===== src/rtl/sar_result_buffer.sv =====
// sar_result_buffer: box-car averages SAR results into a Wishbone-drained FIFO with threshold irq; optional SAR_BUF_TIMESTAMP_EN stores a 16-bit timestamp per entry.
module sar_result_buffer #(
    parameter int DATA_W   = 10,
    parameter int AVG_LOG2 = 2,
    parameter int DEPTH    = 16
) (
    input  logic              wb_clk_i,
    input  logic              wb_rst_i,
    input  logic [DATA_W-1:0] sample_in,
    input  logic              sample_valid,
    input  logic              wbs_cyc_i,
    input  logic              wbs_stb_i,
    input  logic              wbs_we_i,
    input  logic [31:0]       wbs_adr_i,
    input  logic [31:0]       wbs_dat_i,
    input  logic [3:0]        wbs_sel_i,
    output logic              wbs_ack_o,
    output logic [31:0]       wbs_dat_o,
    output logic              irq
);
    localparam int PW = $clog2(DEPTH);
    localparam int CW = $clog2(DEPTH + 1);
`ifdef SAR_BUF_TIMESTAMP_EN
    localparam int EW = DATA_W + 16;
`else
    localparam int EW = DATA_W;
`endif

    logic              ack_q, irq_q, irq_d, en_q, en_d, ovf_q, ovf_d;
    logic [31:0]       dat_q, dat_d;
    logic [7:0]        thr_q, thr_d, fill8;
    logic [PW-1:0]     wptr_q, wptr_d, rptr_q, rptr_d;
    logic [CW-1:0]     fill_q, fill_d;
    logic [EW-1:0]     mem [DEPTH];
    logic [EW-1:0]     entry;
    logic [31:0]       data_word;
    logic [1:0]        sel;
    logic              start, acc_rd, acc_wr, empty, full, pop, flush, push, push_ok, ovf_clr;
    logic [DATA_W-1:0] push_data;
    logic              unused_ok;

    assign unused_ok = ^{wbs_sel_i, wbs_adr_i[31:4], wbs_adr_i[1:0], wbs_dat_i[31:8]};
    assign sel       = wbs_adr_i[3:2];
    assign start     = wbs_cyc_i & wbs_stb_i & ~ack_q;
    assign acc_rd    = start & ~wbs_we_i;
    assign acc_wr    = start & wbs_we_i;
    assign empty     = fill_q == '0;
    assign full      = fill_q == CW'(DEPTH);
    assign fill8     = 8'(fill_q);
    assign pop       = acc_rd && sel == 2'd0 && !empty;
    assign flush     = acc_wr && sel == 2'd2 && wbs_dat_i[1];
    assign ovf_clr   = acc_wr && sel == 2'd1 && wbs_dat_i[2];
    assign push_ok   = push && !flush && (!full || pop);

    generate
        if (AVG_LOG2 == 0) begin : g_pass
            assign push      = sample_valid & en_q;
            assign push_data = sample_in;
        end else begin : g_avg
            localparam int AW = DATA_W + AVG_LOG2;
            logic [AW-1:0]       acc_q, acc_d, sum;
            logic [AVG_LOG2-1:0] scnt_q, scnt_d;
            logic                take, last;
            // Accumulate enabled samples; the last of each group completes an average
            always_comb begin
                take      = sample_valid & en_q;
                last      = scnt_q == '1;
                sum       = acc_q + AW'(sample_in);
                push      = take & last;
                push_data = DATA_W'(sum >> AVG_LOG2);
                acc_d     = (!en_q || flush || (take && last)) ? '0 : take ? sum : acc_q;
                scnt_d    = (!en_q || flush) ? '0 : take ? scnt_q + AVG_LOG2'(1) : scnt_q;
            end
            // Averager state register
            always_ff @(posedge wb_clk_i) begin
                if (wb_rst_i) begin
                    acc_q  <= '0;
                    scnt_q <= '0;
                end else begin
                    acc_q  <= acc_d;
                    scnt_q <= scnt_d;
                end
            end
        end
    endgenerate

`ifdef SAR_BUF_TIMESTAMP_EN
    logic [15:0] ts_q;
    // Free-running timestamp tagged onto each pushed entry
    always_ff @(posedge wb_clk_i) begin
        ts_q <= wb_rst_i ? 16'd0 : ts_q + 16'd1;
    end
    assign entry     = {ts_q, push_data};
    assign data_word = empty ? 32'd0 : {mem[rptr_q][EW-1:DATA_W], 16'(mem[rptr_q][DATA_W-1:0])};
`else
    assign entry     = push_data;
    assign data_word = empty ? 32'd0 : 32'(mem[rptr_q]);
`endif

    // Next-state for FIFO pointers, control registers, read data and irq
    always_comb begin
        wptr_d = flush ? '0 : push_ok ? wptr_q + PW'(1) : wptr_q;
        rptr_d = flush ? '0 : pop ? rptr_q + PW'(1) : rptr_q;
        fill_d = flush ? '0 : fill_q + CW'(push_ok) - CW'(pop);
        ovf_d  = (push && !flush && full && !pop) ? 1'b1 : ovf_clr ? 1'b0 : ovf_q;
        en_d   = (acc_wr && sel == 2'd2) ? wbs_dat_i[0] : en_q;
        thr_d  = (acc_wr && sel == 2'd3) ? wbs_dat_i[7:0] : thr_q;
        irq_d  = en_q && thr_q != 8'd0 && fill8 >= thr_q;
        dat_d  = !acc_rd ? 32'd0 :
                 sel == 2'd0 ? data_word :
                 sel == 2'd1 ? {16'd0, fill8, 5'd0, ovf_q, full, empty} :
                 sel == 2'd2 ? {31'd0, en_q} : {24'd0, thr_q};
    end

    // Control and status registers
    always_ff @(posedge wb_clk_i) begin
        if (wb_rst_i) begin
            ack_q  <= 1'b0;
            dat_q  <= '0;
            irq_q  <= 1'b0;
            en_q   <= 1'b0;
            ovf_q  <= 1'b0;
            thr_q  <= '0;
            wptr_q <= '0;
            rptr_q <= '0;
            fill_q <= '0;
        end else begin
            ack_q  <= start;
            dat_q  <= dat_d;
            irq_q  <= irq_d;
            en_q   <= en_d;
            ovf_q  <= ovf_d;
            thr_q  <= thr_d;
            wptr_q <= wptr_d;
            rptr_q <= rptr_d;
            fill_q <= fill_d;
        end
    end

    // FIFO storage, written only on an accepted push
    always_ff @(posedge wb_clk_i) begin
        if (push_ok) mem[wptr_q] <= entry;
    end

    assign wbs_ack_o = ack_q;
    assign wbs_dat_o = dat_q;
    assign irq       = irq_q;
endmodule


===== config.mk =====
export PLATFORM = sky130hd
export DESIGN_NAME = sar_result_buffer
export DESIGN_NICKNAME = d
export VERILOG_FILES = /design/src/rtl/sar_result_buffer.sv
export SDC_FILE = /design/constraint.sdc
export NUM_CORES = 1
export LEC_CHECK = 0
export BUFFER_PORTS_ARGS = -buffer_cell sky130_fd_sc_hd__buf_2
export CAP_MARGIN = 20
export CORE_MARGIN = 4
export CORE_UTILIZATION = 42
export DETAILED_ROUTE_END_ITERATION = 6
export PLACE_DENSITY_LB_ADDON = 0.08
export SLEW_MARGIN = 25
export SYNTH_ARGS = -nofsm -noshare
export SYNTH_HDL_FRONTEND = slang
export SYNTH_SLANG_ARGS = --single-unit

===== constraint.sdc =====
create_clock -name wb_clk_i -period 3.9 [get_ports wb_clk_i]
set_input_delay 0.585 -clock wb_clk_i [delete_from_list [all_inputs] [get_ports wb_clk_i]]
set_output_delay 0.585 -clock wb_clk_i [all_outputs]
set_load 0.02 [all_outputs]

==> After elaboration in Yosys (flattened, before gate mapping) <==
Memory sizes are Yosys's and may differ from the RTL's. A register that Yosys moved wholly into a read port is not among the register bits.
Cells that the tools add are included.
Widths: inputs -> output; s select.
{ "word_totals": {"latchBits": 0, "input_bits": 84, "ff_bits": 71, "mem_bits_ro": 0, "ram_bits": 160, "out_inout_bits": 34, "memories": 1} }
{ "op_classes": {"n_addsub": 6, "shifts": 0, "n_bitwise": 9, "div": 0, "magnitude_cmp": 1, "mux": 10, "reduce_logical": 30, "mul": 0, "eq_ne": 5} }
{ "memory_table": {"columns": ["name", "words", "word_bits", "rd", "rd_clocked_by_memory_dff", "wr", "line", "text"], "rows": [
  ["mem", 16, 10, 1, 1, 1, "34", "logic [EW-1:0] mem [DEPTH];"]
]} }
{ "op_table": {"columns": ["operator", "n"], "rows": [
  ["$mux 13", 2],
  ["$logic_and 1x1->1", 14],
  ["$add 12x10->12", 1],
  ["$mux 10", 1],
  ["$add 4x1->4 const B", 2],
  ["$ge 5x8->1", 1],
  ["$mux 4", 2],
  ["$mux 8", 1],
  ["$reduce_bool 8->1", 1],
  ["$reduce_or 2->1", 4],
  ["$and 1x1->1", 6],
  ["$eq 2x2->1 const B", 3],
  ["$add 5x1->5", 1],
  ["$eq 5x5->1 const B", 1],
  ["$logic_not 1->1", 5],
  ["$logic_not 5->1", 1],
  ["$sub 5x1->5", 1],
  ["$mux 1", 4],
  ["$logic_or 1x1->1", 3],
  ["$not 1->1", 3],
  ["$add 2x1->2 const B", 1],
  ["$eq 2x1->1 const B", 1],
  ["$logic_not 2->1", 1],
  ["$reduce_bool 2->1", 1]
]} }

==> Depth between registers and ports, before layout <==
Gate-level depths: netlist of the first run.
{ "logic_depth": {"ltp_word": 10, "mapped_depth": 13} }

==> Worst setup path after synthesis of the first run <==
No wires, ideal clock.
{ "synth_path": {"path_type": "register to register", "start": "register fill_q[3]", "end": "register fill_q[4]", "t_arrival_ns": 2.740, "stages_incl_launch_ff": 14, "setup_slack_ns": 1.091, "synth_period_minus_slack_ns": 2.809, "cell_sequence": "dfxtp_1 > inv_1 > ha_1 > or4b_1 > and3_1 > buf_2 > nand2_1 > nand2_1 > ha_1 > fa_1 > a21oi_1 > nor2_1 > or3_1 > a21oi_1"} }
{ "synth_between": {"elab_chain_cells": 7, "word_cells_on_any_way": 9, "cone_classes": "add/sub: 2; eq/ne: 1; reduce/logical: 6"} }
{ "synth_rtl": {"columns": ["item", "line", "text"], "rows": [
  ["start: declaration", "33", "logic [CW-1:0] fill_q, fill_d;"],
  ["start signal: assignment", "136", "fill_q <= fill_d;"],
  ["$logic_not 5->1", "47", "assign empty = fill_q == '0;"],
  ["$logic_not 1->1", "50", "assign pop = acc_rd && sel == 2'd0 && !empty;"],
  ["$logic_and 1x1->1", "50", null],
  ["$logic_or 1x1->1", "53", "assign push_ok = push && !flush && (!full || pop);"],
  ["$logic_and 1x1->1", "53", null],
  ["$add 5x1->5", "104", "fill_d = flush ? '0 : fill_q + CW'(push_ok) - CW'(pop);"],
  ["$sub 5x1->5 (*)", "104", null]
]} }
Every way passes the cells marked *; elsewhere a longest branch is shown, timed or not.
A chain may end at the register's enable or synchronous reset.

==> Final worst setup path of the first run <==
Same ends and word-level chain as after synthesis.

==> reports/qor.csv, run 1 <==
stage,metric,value,unit
synth,Post-Synth Adder-Cell Area,3.90,%
layout,final instance count without filler cells,1000,
pwr,Peak VDD IR,0.280,mV
synth,Synth top area share,51.3,%
synth,prevailing post-synth register cell,edfxtp_1,
synth,Synth Register Bits,216,
worst_hold_path,Hold Path Class,in -> reg,
sta,clk_skew,0.0130,ns
drt,drt pass-1 iters,4,
clock_tree,clock slew at reported path FFs,0.05,ns
drt,Starting DRT DRC Count,296,
synth,area share of and/or/nand/nor cells after synthesis,8.12,%
synth,post-synthesis compound-gate area fraction,6.11,%
worst_setup_path,crit end category,flop,
run,max cap viols,0,
worst_setup_path,CP Buf/Inv Count,1,
clock_tree,Max H-tree Level,1,
clock_tree,cts bufs inserted,24,
worst_setup_path,CP Launch Point,fill_q[3],
clock_tree,Bufs on Longest Clock Path,3,
pwr,total chip power,4.77,mW
drt,Routed Antenna Nets,0,
sta,worst slew pin tran,0.699,ns
global_routing,initial antenna violation count,0,
drt,post-DR vias/cell,5.29,
floorplanning,core area,21900,µm²
worst_setup_path,CP cell instances,inv_1 -> ha_1 -> or4b_1 -> and3_1 -> nand2_1 -> nand2_1 -> ha_1 -> fa_1 -> a21oi_1 -> nor2_1 -> or3_1 -> a21oi_1,
clock_tree,TritonCTS Sinks,216,
worst_setup_path,crit path kind,reg -> reg,
pwr,power per standard cell area,446,nW/µm²
layout,share of cells above drive strength 1,19.3,%
synth,cell taking the most area after synthesis,edfxtp_1,
worst_setup_path,reg-to-reg startpoint,fill_q[3],
sta,final setup vio count,0,
worst_setup_path,"slowest stage delay, CP",0.53,ns
sta,Final Slew Violations,0,
run_status,run status,"finished, final reports clean",
synth,synth top area cells,"edfxtp_1 (51%), dfxtp_1 (12%), mux4_2 (6.3%)",
global_routing,GRT Overall Usage,15.5,%
synth,Yosys warnings,0,
synth,post-synthesis xor/xnor area fraction,1.68,%
synth,top-count cell post-synth,edfxtp_1,
clock_tree,Post CTS Setup Buffer Count,0,
clock_tree,root buffer cell,clkbuf_16,
synth,Post-synth EDFFs,160,
synth,Avg Synthesized Cell Area,14.8,µm²
synth,Post-Synthesis Cells,634,
layout,Area Overhead vs Synth,14.1,%
layout,# diodes,0,
global_routing,GRT overflow,0,
placed_design,placer's final routability congestion estimate,0.811,
worst_setup_path,crit path DAT,3.53,ns
sta,relative slew slack,53.3,%
floorplanning,Top Ports,118,
worst_setup_path,startpoint types,flop,
floorplanning,Die H,157,µm
synth,sequential area share after synthesis,63.3,%
placed_design,I/O Buffers,40,
synth,unique cell type count in the Yosys netlist,59,
worst_hold_path,hold_sp,wbs_dat_i[4],
drt,number of remaining DRC errors,0,
floorplanning,Die Width,157,µm
sta,RSZ-0062 raised after global routing,false,
floorplanning,FP Rows,54,
sta,period utilisation layout,79.6,%
worst_setup_path,worst-path fanout max,8,
worst_setup_path,crit path max-delay cell type,or4b_1,
floorplanning,starting density of the core,42.7,%
floorplanning,total die area,24700,µm²
pwr,leakage,3.75,nW
sta,final setup TNS,0,ns
global_routing,largest net degree at the start of global routing,41,
placed_design,placed cells,958,
sta,min cycle time layout,3.11,ns
placed_design,Post-DP HPWL,13200,µm
drt,via count,5290,
sta,Fin. Hold Viols,0,
synth,Synth Cell Area,9360,µm²
clock_tree,TritonCTS clock tree,done,
layout,Final nets,816,
synth,multiplexer share of the synthesized area,13.0,%
worst_setup_path,Worst EP required,4.33,ns
drt,"wirelength, routed",19000,µm
sta,Fmax,322,MHz
clock_tree,"Hold-fix buffers, CTS",0,
synth,ys async rst share,0,%
clock_tree,Worst-Skew Late Latency,0.51,ns
clock_tree,PostCTS Resize Cnt,0,
synth,largest family of logic cells by synthesized area,multiplexers,
global_routing,first-pass GRT wire length,29600,µm
drt,Wirelength per Cell,19.0,µm
worst_setup_path,CP top delay family,simple AND/OR/NAND/NOR gates,
synth,top post-synthesis cells by count,"edfxtp_1 (160), dfxtp_1 (56), nor2_1 (50)",
global_routing,vias in the first global route,5399,
[cell families after synthesis]
logic type,count (synthesis)
compound gates,86
simple gates,157
mux,66
other cells,1
flops,216
xor+xnor,18
fa+ha+maj,28
buf+inv,62
[metal layers]
metal  track usage [%]  up-vias  part of all wire (%)
met5                 0        -                     0
met4              3.93        0                   1.8
met3              2.31       29                   4.1
met2              26.4      104                    49
met1              21.1     2626                    45
li1                  -     2531                     -
[layout make-up]
class                   instances  area, µm²
well taps                     280        350
clock inverters                 8       71.3
repair buffers                 72        453
clock buffers                  34        658
multi-input cells             374       3160
flip-flops and latches        216       5930
inverters                      16       60.1
fillers                      1857      11200
[registers in the layout (all words and copies together), names as in the netlist, named ones only]
signal and cells:
ovf_q 1, rptr_q 4, irq 1, thr_q 8, fill_q 5, g_avg.scnt_q 2
g_avg.acc_q 12, mem 160, wbs_ack_o 1, wbs_dat_o 13, wptr_q 4, en_q 1
[path summary, 6_finish.rpt]
| check | end | slack (ns) | cells past startpoint |
|---|---|---|---|
| setup / recovery | fill_q[4] | 0.79 | 12 |
| hold / removal | thr_q[4] | 0.32 | 3 |
| setup reg to reg | fill_q[4] | 0.79 | 12 |
| hold reg to reg | g_avg.acc_q[0] | 0.46 | 2 |
[worst min-delay path: cells and delay by family]
kind | cells | cell delay, ns
and+or+nand+nor | 1 | 0.07
buffers and inverters | 1 | 0.08
muxes | 1 | 0.05
[through the flow]
step	utilization [%]	setup slack, ns	hold WS [ns]	instance area [µm²]
after floorplan	-	1.09	0.440	9430
after global placement	45.4	0.758	0.448	9930
after detailed placement	45.4	0.692	0.454	9930
after CTS	48.7	0.789	0.294	10700
after global routing	48.8	0.567	0.308	10700
final	48.8	0.794	0.321	10700
[cells in the final DEF, fill, tap and decap left out, drive strengths merged, types with 23 or more instances in the layout]
master  synthesis  layout
buf            33      72
a21oi          28      28
mux2i          23      23
ha             26      26
edfxtp        160     160
dfxtp          56      56
clkbuf         13      34
nor2           50      50
mux4           40      40
nand2          35      35
[report_power, final]
| part | leakage [nW] | internal (mW) | switching, mW |
|---|---|---|---|
| Combinational | 1.51 | 0.0813 | 0.135 |
| Sequential | 1.89 | 2.47 | 0.0145 |
| Clock | 0.355 | 1.23 | 0.830 |
| Total | 3.75 | 3.79 | 0.980 |
Note: power is estimated with default switching activity, not from simulation.
==> inputs of run 2 (changes only) <==
Clock period 3.9 ns to 3.25 ns, I/O delays scaled along.
==> run 2 against run 1 <==
Against the previous run: maximum frequency increased by 2.4%; clock-buffer cell count decreased by 7; clock power increased by 45%; via count increased by 0.42%; final area increased by 1.4%; sequential share of layout area decreased by 0.76 points; clock skew decreased by 0.0040 ns; sequential power increased by 20%; critical path depth unchanged; global-route usage increased by 0.24 points; cell count decreased by 0.20%; register-to-register slack got worse by 0.58 ns; critical endpoint unchanged; largest cell class unchanged.
==> reports/qor.csv, run 2 (synthesized netlist as in run 1, its figures left out) <==
stage,metric,value,unit,change
global_routing,GR Util met1,22.2,%,was 21.1%
sta,Fin. Hold Viols,0,,unchanged
drt,Starting DRT DRC Count,350,,was 296
pwr,Peak VDD IR,0.356,mV,was 0.280 mV
clock_tree,Max H-tree Level,1,,unchanged
run_status,run status,"finished, final reports clean",,unchanged
worst_setup_path,CP cell instances,inv_1 -> ha_1 -> or4b_1 -> and3_1 -> nand2_1 -> nand2_1 -> ha_1 -> fa_1 -> a21oi_1 -> nor2_1 -> or3_1 -> a21oi_1,,unchanged
clock_tree,cts bufs inserted,24,,unchanged
placed_design,placed cells,954,,was 958
worst_setup_path,crit path kind,reg -> reg,,unchanged
layout,"commonest non-fill, non-tap cells in the layout","edfxtp_1 (160), dfxtp_1 (55), nor2_1 (43)",,"was edfxtp_1 (160), dfxtp_1 (55), nor2_1 (50)"
global_routing,grt met3 use,2.58,%,was 2.31%
layout,Final nets,812,,was 816
worst_setup_path,Reg2Reg Depth,12,,unchanged
worst_hold_path,Hold Path Depth,3,,unchanged
worst_setup_path,startpoint types,flop,,unchanged
clock_tree,TritonCTS Sinks,216,,unchanged
placed_design,Placed Area,9910,µm²,was 9930 µm²
layout,final instance count without filler cells,998,,was 1000
global_routing,vias in the first global route,5310,,was 5399
global_routing,largest net degree at the start of global routing,41,,unchanged
sta,Final Slew Violations,0,,unchanged
drt,number of remaining DRC errors,0,,unchanged
worst_hold_path,hold_sp,wbs_dat_i[3],,was wbs_dat_i[4]
global_routing,GRT Overall Usage,15.8,%,was 15.5%
drt,post-DR vias/cell,5.32,,was 5.29
clock_tree,PostCTS Resize Cnt,0,,unchanged
worst_hold_path,hold worst-path end,thr_q[3],,was thr_q[4]
sta,RSZ-0062 raised after global routing,false,,unchanged
floorplanning,Die H,157,µm,unchanged
worst_setup_path,R2R Path End,fill_q[4],,unchanged
clock_tree,root buffer cell,clkbuf_16,,unchanged
layout,post-layout util,49.5,%,was 48.8%
sta,Fmax,330,MHz,was 322 MHz
global_routing,GRT overflow,0,,unchanged
floorplanning,FP Rows,54,,unchanged
worst_setup_path,Worst EP required,3.68,ns,was 4.33 ns
global_routing,initial antenna violation count,0,,unchanged
clock_tree,"Hold-fix buffers, CTS",0,,unchanged
worst_setup_path,reg2reg setup slack,0.22,ns,was 0.79 ns
floorplanning,Die Width,157,µm,unchanged
layout,# diodes,0,,unchanged
placed_design,Post-DP HPWL,13100,µm,was 13200 µm
drt,via count,5312,,was 5290
layout,Top reg by flops,mem,,unchanged
placed_design,placer's final routability congestion estimate,0.811,,about the same
worst_setup_path,reg-to-reg startpoint,fill_q[3],,unchanged
floorplanning,starting density of the core,42.7,%,unchanged
global_routing,GRT Max-Usage Layer,met2,,unchanged
worst_setup_path,CP Buf/Inv Count,1,,unchanged
clock_tree,TritonCTS clock tree,done,,unchanged
pwr,power per standard cell area,577,nW/µm²,was 446 nW/µm²
worst_setup_path,crit path max-delay cell type,or4b_1,,unchanged
worst_setup_path,CP Launch Point,fill_q[3],,unchanged
floorplanning,total die area,24700,µm²,unchanged
clock_tree,Post CTS Setup Buffer Count,0,,unchanged
layout,max FFs per register,160,,unchanged
placed_design,I/O Buffers,40,,unchanged
worst_hold_path,Hold Path Class,in -> reg,,unchanged
global_routing,first-pass GRT wire length,29800,µm,was 29600 µm
floorplanning,Top Ports,118,,unchanged
sta,final setup vio count,0,,unchanged
worst_setup_path,CP top delay family,simple AND/OR/NAND/NOR gates,,unchanged
sta,worst slew pin tran,0.919,ns,was 0.699 ns
worst_setup_path,worst-path fanout max,4,,was 8
layout,post-route cell area,10800,µm²,was 10700 µm²
drt,Wirelength per Cell,19.4,µm,was 19.0 µm
drt,drt pass-1 iters,5,,was 4
worst_setup_path,crit path DAT,3.46,ns,was 3.53 ns
sta,relative slew slack,38.6,%,was 53.3%
sta,final setup TNS,0,ns,unchanged
global_routing,met2 usage,26.1,%,was 26.4%
layout,filler cell count in the final layout,1880,,was 1857
layout,"commonest non-fill, non-tap cell in the layout",edfxtp_1,,unchanged
clock_tree,clock slew at reported path FFs,0.06,ns,was 0.05 ns
clock_tree,Worst-Skew Late Latency,0.52,ns,was 0.51 ns
pwr,total chip power,6.25,mW,was 4.77 mW
pwr,leakage,3.81,nW,was 3.75 nW
worst_setup_path,"slowest stage delay, CP",0.51,ns,was 0.53 ns
layout,share of cells above drive strength 1,21.2,%,was 19.3%
run,max cap viols,0,,unchanged
clock_tree,Bufs on Longest Clock Path,3,,unchanged
drt,Routed Antenna Nets,0,,unchanged
drt,"wirelength, routed",19300,µm,was 19000 µm
sta,clk_skew,0.00901,ns,was 0.0130 ns
sta,period utilisation layout,93.3,%,was 79.6%
sta,min cycle time layout,3.03,ns,was 3.11 ns
layout,Area Overhead vs Synth,15.7,%,was 14.1%
floorplanning,core area,21900,µm²,unchanged
worst_setup_path,crit end category,flop,,unchanged
## run 2: area by class of cell
cell class | count | area (µm²) | area share (%)
flip-flops and latches | 216 | 5930 | 54.7
multi-input cells | 374 | 3190 | 29.5
clock buffers | 27 | 622 | 5.74
repair buffers | 68 | 410 | 3.79
well taps | 280 | 350 | 3.23
clock inverters | 17 | 269 | 2.48
inverters | 16 | 60.1 | 0.555
## run 2: worst max-delay path by stage
stage                             to  slack (ns)  cells after the start
after floorplan            fill_q[4]        0.44                     13
after global placement    mem[13][8]        0.23                      9
after detailed placement   mem[2][2]        0.13                      7
after CTS                  mem[2][0]        0.14                      8
after global routing       fill_q[4]        0.02                     12
final                      fill_q[4]        0.22                     12
## run 2: metal layers
| metal | routed length [µm] | part of all wire [%] |
|---|---|---|
| met5 | 0 | 0 |
| met4 | 314 | 1.6 |
| met3 | 916 | 4.7 |
| met2 | 9420 | 49 |
| met1 | 8660 | 45 |
## run 2: power breakdown
part | total, mW | switching [mW] | internal (mW)
clock network | 3.01 | 1.08 | 1.93
registers | 2.98 | 0.0178 | 2.96
logic | 0.260 | 0.160 | 0.0993
total | 6.25 | 1.25 | 4.99
## run 2: metrics by stage
step | setup WS, ns | hold WS, ns
floorplan | 0.441 | 0.440
global placement | 0.234 | 0.447
detailed placement | 0.134 | 0.456
CTS | 0.137 | 0.192
global route | 0.0203 | 0.220
finish | 0.218 | 0.218
## run 2: worst register-to-register path, stage by stage, from the launching register on
cell and delay [ns]:
dfxtp_1 0.34, inv_1 0.13, ha_1 0.20, or4b_1 0.51, and3_1 0.20, nand2_1 0.13, nand2_1 0.07, ha_1 0.21
fa_1 0.44, a21oi_1 0.18, nor2_1 0.06, or3_1 0.34, a21oi_1 0.15
